## config.mk

```make
export PLATFORM = sky130hd
export DESIGN_NAME = wb_dma_copy
export DESIGN_NICKNAME = d
export VERILOG_FILES = /design/src/rtl/wb_dma_copy.sv
export SDC_FILE = /design/constraint.sdc
export NUM_CORES = 1
export LEC_CHECK = 0
export CAP_MARGIN = 20
export CORE_MARGIN = 1.5
export CORE_UTILIZATION = 56
export DETAILED_ROUTE_END_ITERATION = 10
export PLACE_DENSITY = 0.84
export SETUP_SLACK_MARGIN = 0.1
export SLEW_MARGIN = 10
export SYNTH_ARGS = -nofsm -noshare
export SYNTH_HDL_FRONTEND = slang
export SYNTH_SLANG_ARGS = --single-unit
```

## constraint.sdc

```tcl
create_clock -name clk -period 4.1 [get_ports clk]
set_input_delay 0.41 -clock clk [delete_from_list [all_inputs] [get_ports clk]]
set_output_delay 0.41 -clock clk [all_outputs]
set_load 0.03 [all_outputs]
```

## src/rtl/wb_dma_copy.sv

```systemverilog
// wb_dma_copy: Wishbone block-copy master with a four-register config slave (SRC/DST/LEN/CTRL) and done interrupt
module wb_dma_copy #(
  parameter int len_width = 16
) (
  input  logic        clk,
  input  logic        rst_n,
  input  logic [31:0] wb_adr_i,
  input  logic [31:0] wb_dat_i,
  output logic [31:0] wb_dat_o,
  input  logic [3:0]  wb_sel_i,
  input  logic        wb_we_i,
  input  logic        wb_stb_i,
  input  logic        wb_cyc_i,
  output logic        wb_ack_o,
  output logic [31:0] m_adr_o,
  output logic [31:0] m_dat_o,
  input  logic [31:0] m_dat_i,
  output logic [3:0]  m_sel_o,
  output logic        m_we_o,
  output logic        m_cyc_o,
  output logic        m_stb_o,
  input  logic        m_ack_i,
  input  logic        m_err_i,
  input  logic        m_rty_i,
  output logic        intr
);
  localparam logic [1:0] IDLE = 2'd0, RD = 2'd1, WR = 2'd2;
  logic [1:0] state, idx;
  logic gap, pend, done, err, ie, busy, wr, ctrl_wr, go, unused;
  logic [31:2] src, dst, rptr, wptr;
  logic [len_width-1:0] len, cnt;
  logic [31:0] dat, wm, rdat;
  assign unused = ^{wb_adr_i[31:4], wb_adr_i[1:0], wb_dat_i[1]};
  assign idx = wb_adr_i[3:2];
  assign wm = {{8{wb_sel_i[3]}}, {8{wb_sel_i[2]}}, {8{wb_sel_i[1]}}, {8{wb_sel_i[0]}}};
  assign wr = wb_ack_o & wb_stb_i & wb_cyc_i & wb_we_i;
  assign ctrl_wr = wr & (idx == 2'd3) & wb_sel_i[0];
  // pend covers the single cycle between a LEN==0 START and DONE
  assign busy = (state != IDLE) | pend;
  assign go = ctrl_wr & wb_dat_i[0] & !busy;
  // gap forces cyc low for one cycle after every handshake
  assign m_cyc_o = (state != IDLE) & !gap;
  assign m_stb_o = m_cyc_o;
  assign m_we_o = m_cyc_o & (state == WR);
  assign m_adr_o = {state == WR ? wptr : rptr, 2'b00};
  assign m_dat_o = dat;
  assign m_sel_o = 4'hF;
  assign intr = done & ie;
  assign rdat = idx == 2'd0 ? {src, 2'b00} :
                idx == 2'd1 ? {dst, 2'b00} :
                idx == 2'd2 ? 32'(len) :
                {27'd0, ie, err, done, busy, 1'b0};
  assign wb_dat_o = wb_ack_o ? rdat : '0;
  always_ff @(posedge clk or negedge rst_n)
    if (!rst_n) wb_ack_o <= 1'b0;
    else wb_ack_o <= wb_stb_i & wb_cyc_i & !wb_ack_o;
  always_ff @(posedge clk or negedge rst_n)
    if (!rst_n) begin
      src <= '0;
      dst <= '0;
      len <= '0;
      ie <= 1'b0;
    end else begin
      if (wr & !busy & (idx == 2'd0)) src <= (src & ~wm[31:2]) | (wb_dat_i[31:2] & wm[31:2]);
      if (wr & !busy & (idx == 2'd1)) dst <= (dst & ~wm[31:2]) | (wb_dat_i[31:2] & wm[31:2]);
      if (wr & !busy & (idx == 2'd2)) len <= (len & ~wm[len_width-1:0]) | (wb_dat_i[len_width-1:0] & wm[len_width-1:0]);
      if (ctrl_wr) ie <= wb_dat_i[4];
    end
  // later assignments win: bus-side DONE/ERR set beats a same-cycle W1C
  always_ff @(posedge clk or negedge rst_n)
    if (!rst_n) begin
      state <= IDLE;
      gap <= 1'b0;
      pend <= 1'b0;
      done <= 1'b0;
      err <= 1'b0;
      rptr <= '0;
      wptr <= '0;
      cnt <= '0;
      dat <= '0;
    end else begin
      gap <= 1'b0;
      pend <= 1'b0;
      if (ctrl_wr) begin
        done <= done & ~wb_dat_i[2];
        err <= err & ~wb_dat_i[3];
      end
      if (pend) done <= 1'b1;
      if (go) begin
        done <= 1'b0;
        err <= 1'b0;
        rptr <= src;
        wptr <= dst;
        cnt <= len;
        pend <= len == '0;
        state <= len == '0 ? IDLE : RD;
      end
      if (m_cyc_o) begin
        if (m_err_i) begin
          state <= IDLE;
          err <= 1'b1;
          done <= 1'b1;
        end else if (m_ack_i) begin
          gap <= 1'b1;
          if (state == RD) begin
            dat <= m_dat_i;
            state <= WR;
          end else begin
            rptr <= rptr + 30'd1;
            wptr <= wptr + 30'd1;
            cnt <= cnt - len_width'(1);
            done <= cnt == len_width'(1);
            state <= cnt == len_width'(1) ? IDLE : RD;
          end
        end else if (m_rty_i) gap <= 1'b1;
      end
    end
endmodule

```

==> results.cfg <==
[yosys]
synthMuxAreaShare_pct = 19.2
synth_top_family_by_area = multiplexers
yosysMostFrequentCell = dfrtp_1
synth_compound_area_share_pct = 12.7
ys_seq_area_share_pct = 48.1
synth-simple-area-share_pct = 16.0
avgSynthCellArea_um2 = 10.7
synth_edf_count = 0
synth_seq_cells = 192
synth_ff_type = dfrtp_1
synth_top_cell_area_share_pct = 48.1
synth_adder_area_share_pct = 0.501
yosys.area_share.xor_xnor_pct = 0
synthDistinctLibCells = 69
netlist_top_cells_count = 192 x dfrtp_1, 138 x mux2_2, 88 x nand2_1, 68 x nor2_1, 41 x o21ai_0
async_reset_ff_share_pct = 100
synth_cells = 933
syn-cell-area_um2 = 9990
synth.area.top_cells = dfrtp_1 48%, mux2_2 16%, nand2_1 3.3%
yosys_warnings = 0
synth.largest_area_cell = dfrtp_1

[grt]
grt_pass1_vias = 8323
overflow = 0
grt_usage_pct = 30.7
grt_max_degree = 102
grt_pass1_wl_mm = 44.0
antenna_found_initial = 0

[power]
cellPowerDensity_nw_per_um2 = 491
swShare_pct = 35.0
p_int_mw = 4.00
ir_drop_uv = 490
p_switching_mw = 2.15
power_mw = 6.15
p_clk_share_pct = 27.2
power.leakage_nw = 5.44
combPwrFrac_pct = 30.1
pwr-share-seq_pct = 42.7

[clock_network]
cts-root-buf = clkbuf_16
clock_latency_ns = 0.44
post_cts.repair.setup_buffers = 0
ctsHoldBuffers = 0
cts_buffers = 17
post_cts_resized = 0
cts_buffer_depth = 2
htree_num_levels = 4
cts.clk_slew.worst_paths_ns = 0.07
cts_sinks = 192
cts_tree = yes

[place]
io_buffer_count = 176
place_congestion = 0.918
dpl.cell_count = 1304
dpl.hpwl_mm = 19.4

[setup_path]
crit_start = wb_adr_i[3]
crit_buf_inv = 4
critical-path-top-delay-family = buffers and inverters
worst-path-max-fanout = 13
required_ns = 3.69
cp.arrival_ns = 2.83
endpoint_kind = output port
critical_path_class = in2out
path_cells = clkdlybuf4s50_1 -> buf_4 -> nor2b_1 -> buf_4 -> nand2_1 -> o21ai_0 -> and2_1 -> clkdlybuf4s50_1
reg2reg_from = gap
critical_path.slowest_cell = clkdlybuf4s50_1
slowest_delay_ns = 0.72
start_kind = input pin

[run_status]
outcome = complete, no violations

[route]
viasPerCell = 6.44
ant_nets = 0
detail_route.first_pass.iterations = 6
wl_mm = 27.6
wl_per_cell_um = 20.7
drc = 0
dr.first_iter.drc_count = 902
vias = 8607

[floorplan]
num_io_pins = 213
dieArea_um2 = 18600
die_x_um = 137
core_um2 = 17400
die_height_um = 137
row_count = 48
initial_core_util_pct = 57.5

[timing]
max_freq_mhz = 308
finalHoldViolCount = 0
worst_slew_pin_slew_ns = 0.890
rsz0062_at_grt = false
period_share_pct = 79.1
setup_viol = 0
slew_violations = 0
finalSetupTns_ns = 0
period_minus_slack_ns = 3.24
clock_skew_ns = 0.00778
slew_headroom_pct = 40.5

[job]
drv_cap = 0

[worst_hold_path]
hold_path.class = in2async

[finish]
multi_input_area_um2 = 4880
regArea_um2 = 4800
area_delta_synth_final_pct = 25.4
finalCoreUtilization_pct = 72.2
nets = 1210
fin_cells = 1336
drive_above_1_share_pct = 19.8
num-fill-cells = 1234
diodes = 0
cell usage in the layout, fill, tap and decap left out, types with 4 or more instances in the layout:
cell type,netlist,routed
a211oi_1,12,12
a21oi_1,33,33
a221o_1,5,5
a311oi_1,14,14
a31oi_1,7,7
a32oi_1,4,4
and2_1,16,16
and3_1,14,14
and4_1,10,10
buf_4,8,21
clkbuf_16,0,17
clkdlybuf4s50_1,0,174
conb_1,2,6
dfrtp_1,192,192
ha_1,4,4
inv_1,14,14
inv_6,0,7
inv_8,0,4
mux2_2,138,138
mux2i_1,28,28
nand2_1,88,88
nand3_1,34,34
nand4_1,18,18
nor2_1,68,68
nor3_1,16,16
nor4_1,10,10
o211ai_1,13,13
o21a_1,5,5
o21ai_0,41,41
o22ai_1,6,6
o311ai_0,13,13
or3_1,6,5
or4_1,5,5
per-layer routing:
layer / vias up / wire length, um / track usage [%]
met4: 0 / 772 / 10.9
met5: - / 0 / 0
met3: 54 / 2530 / 7.15
met2: 499 / 13100 / 48.0
met1: 4239 / 11200 / 41.9
li1: 3815 / - / -
stage by stage:
step	worst slack, ns	hold WS (ns)	area (um2)
finish	0.858	0.0386	12500
global route	0.756	0.0979	12500
CTS	0.892	0.0912	12500
detailed placement	0.814	0.484	11900
global placement	0.899	0.469	11900
floorplan	1.77	0.114	10000
power groups by stage:
stage | clock, mW | sequential, mW | combinational (mW)
4_1_cts | 1.69 | 2.62 | 1.86
6_report | 1.67 | 2.63 | 1.85
2_1_floorplan | 0 | 2.86 | 0.827
3_3_place_gp | 0 | 2.62 | 1.81
5_1_grt | 1.77 | 2.68 | 1.97
3_5_place_dp | 0 | 2.65 | 1.85
final timing paths:
| check | end | slack [ns] | cells after the start |
|---|---|---|---|
| worst max register to register | cnt[14] | 1.26 | 6 |
| worst min register to register | cnt[8] | 0.50 | 1 |
| max in group asynchronous | m_dat_o[14] | 2.99 | 2 |
| worst max-delay path | wb_dat_o[8] | 0.86 | 8 |
| worst min-delay path | asynchronous set/reset pin | 0.04 | 1 |
| min in group clk | cnt[8] | 0.50 | 1 |
layout make-up:
type | instances | area share [%]
clock buffers | 17 | 3.40
clock inverters | 15 | 1.29
inverters | 14 | 0.419
multi-input cells | 676 | 39.0
flip-flops and latches | 192 | 38.4
well taps | 225 | 2.25
repair buffers | 197 | 15.3
cell families (layout without fill, tap and decap cells):
group | Yosys count | after routing
adder cells (fa/ha/maj) | 4 | 4
other | 2 | 6
AND/OR/NAND/NOR | 313 | 313
flip-flops | 192 | 192
AO/OA/AOI/OAI | 183 | 183
multiplexers | 170 | 170
buffers and inverters | 69 | 243
No activity file was read; power rests on OpenSTA's default activity.
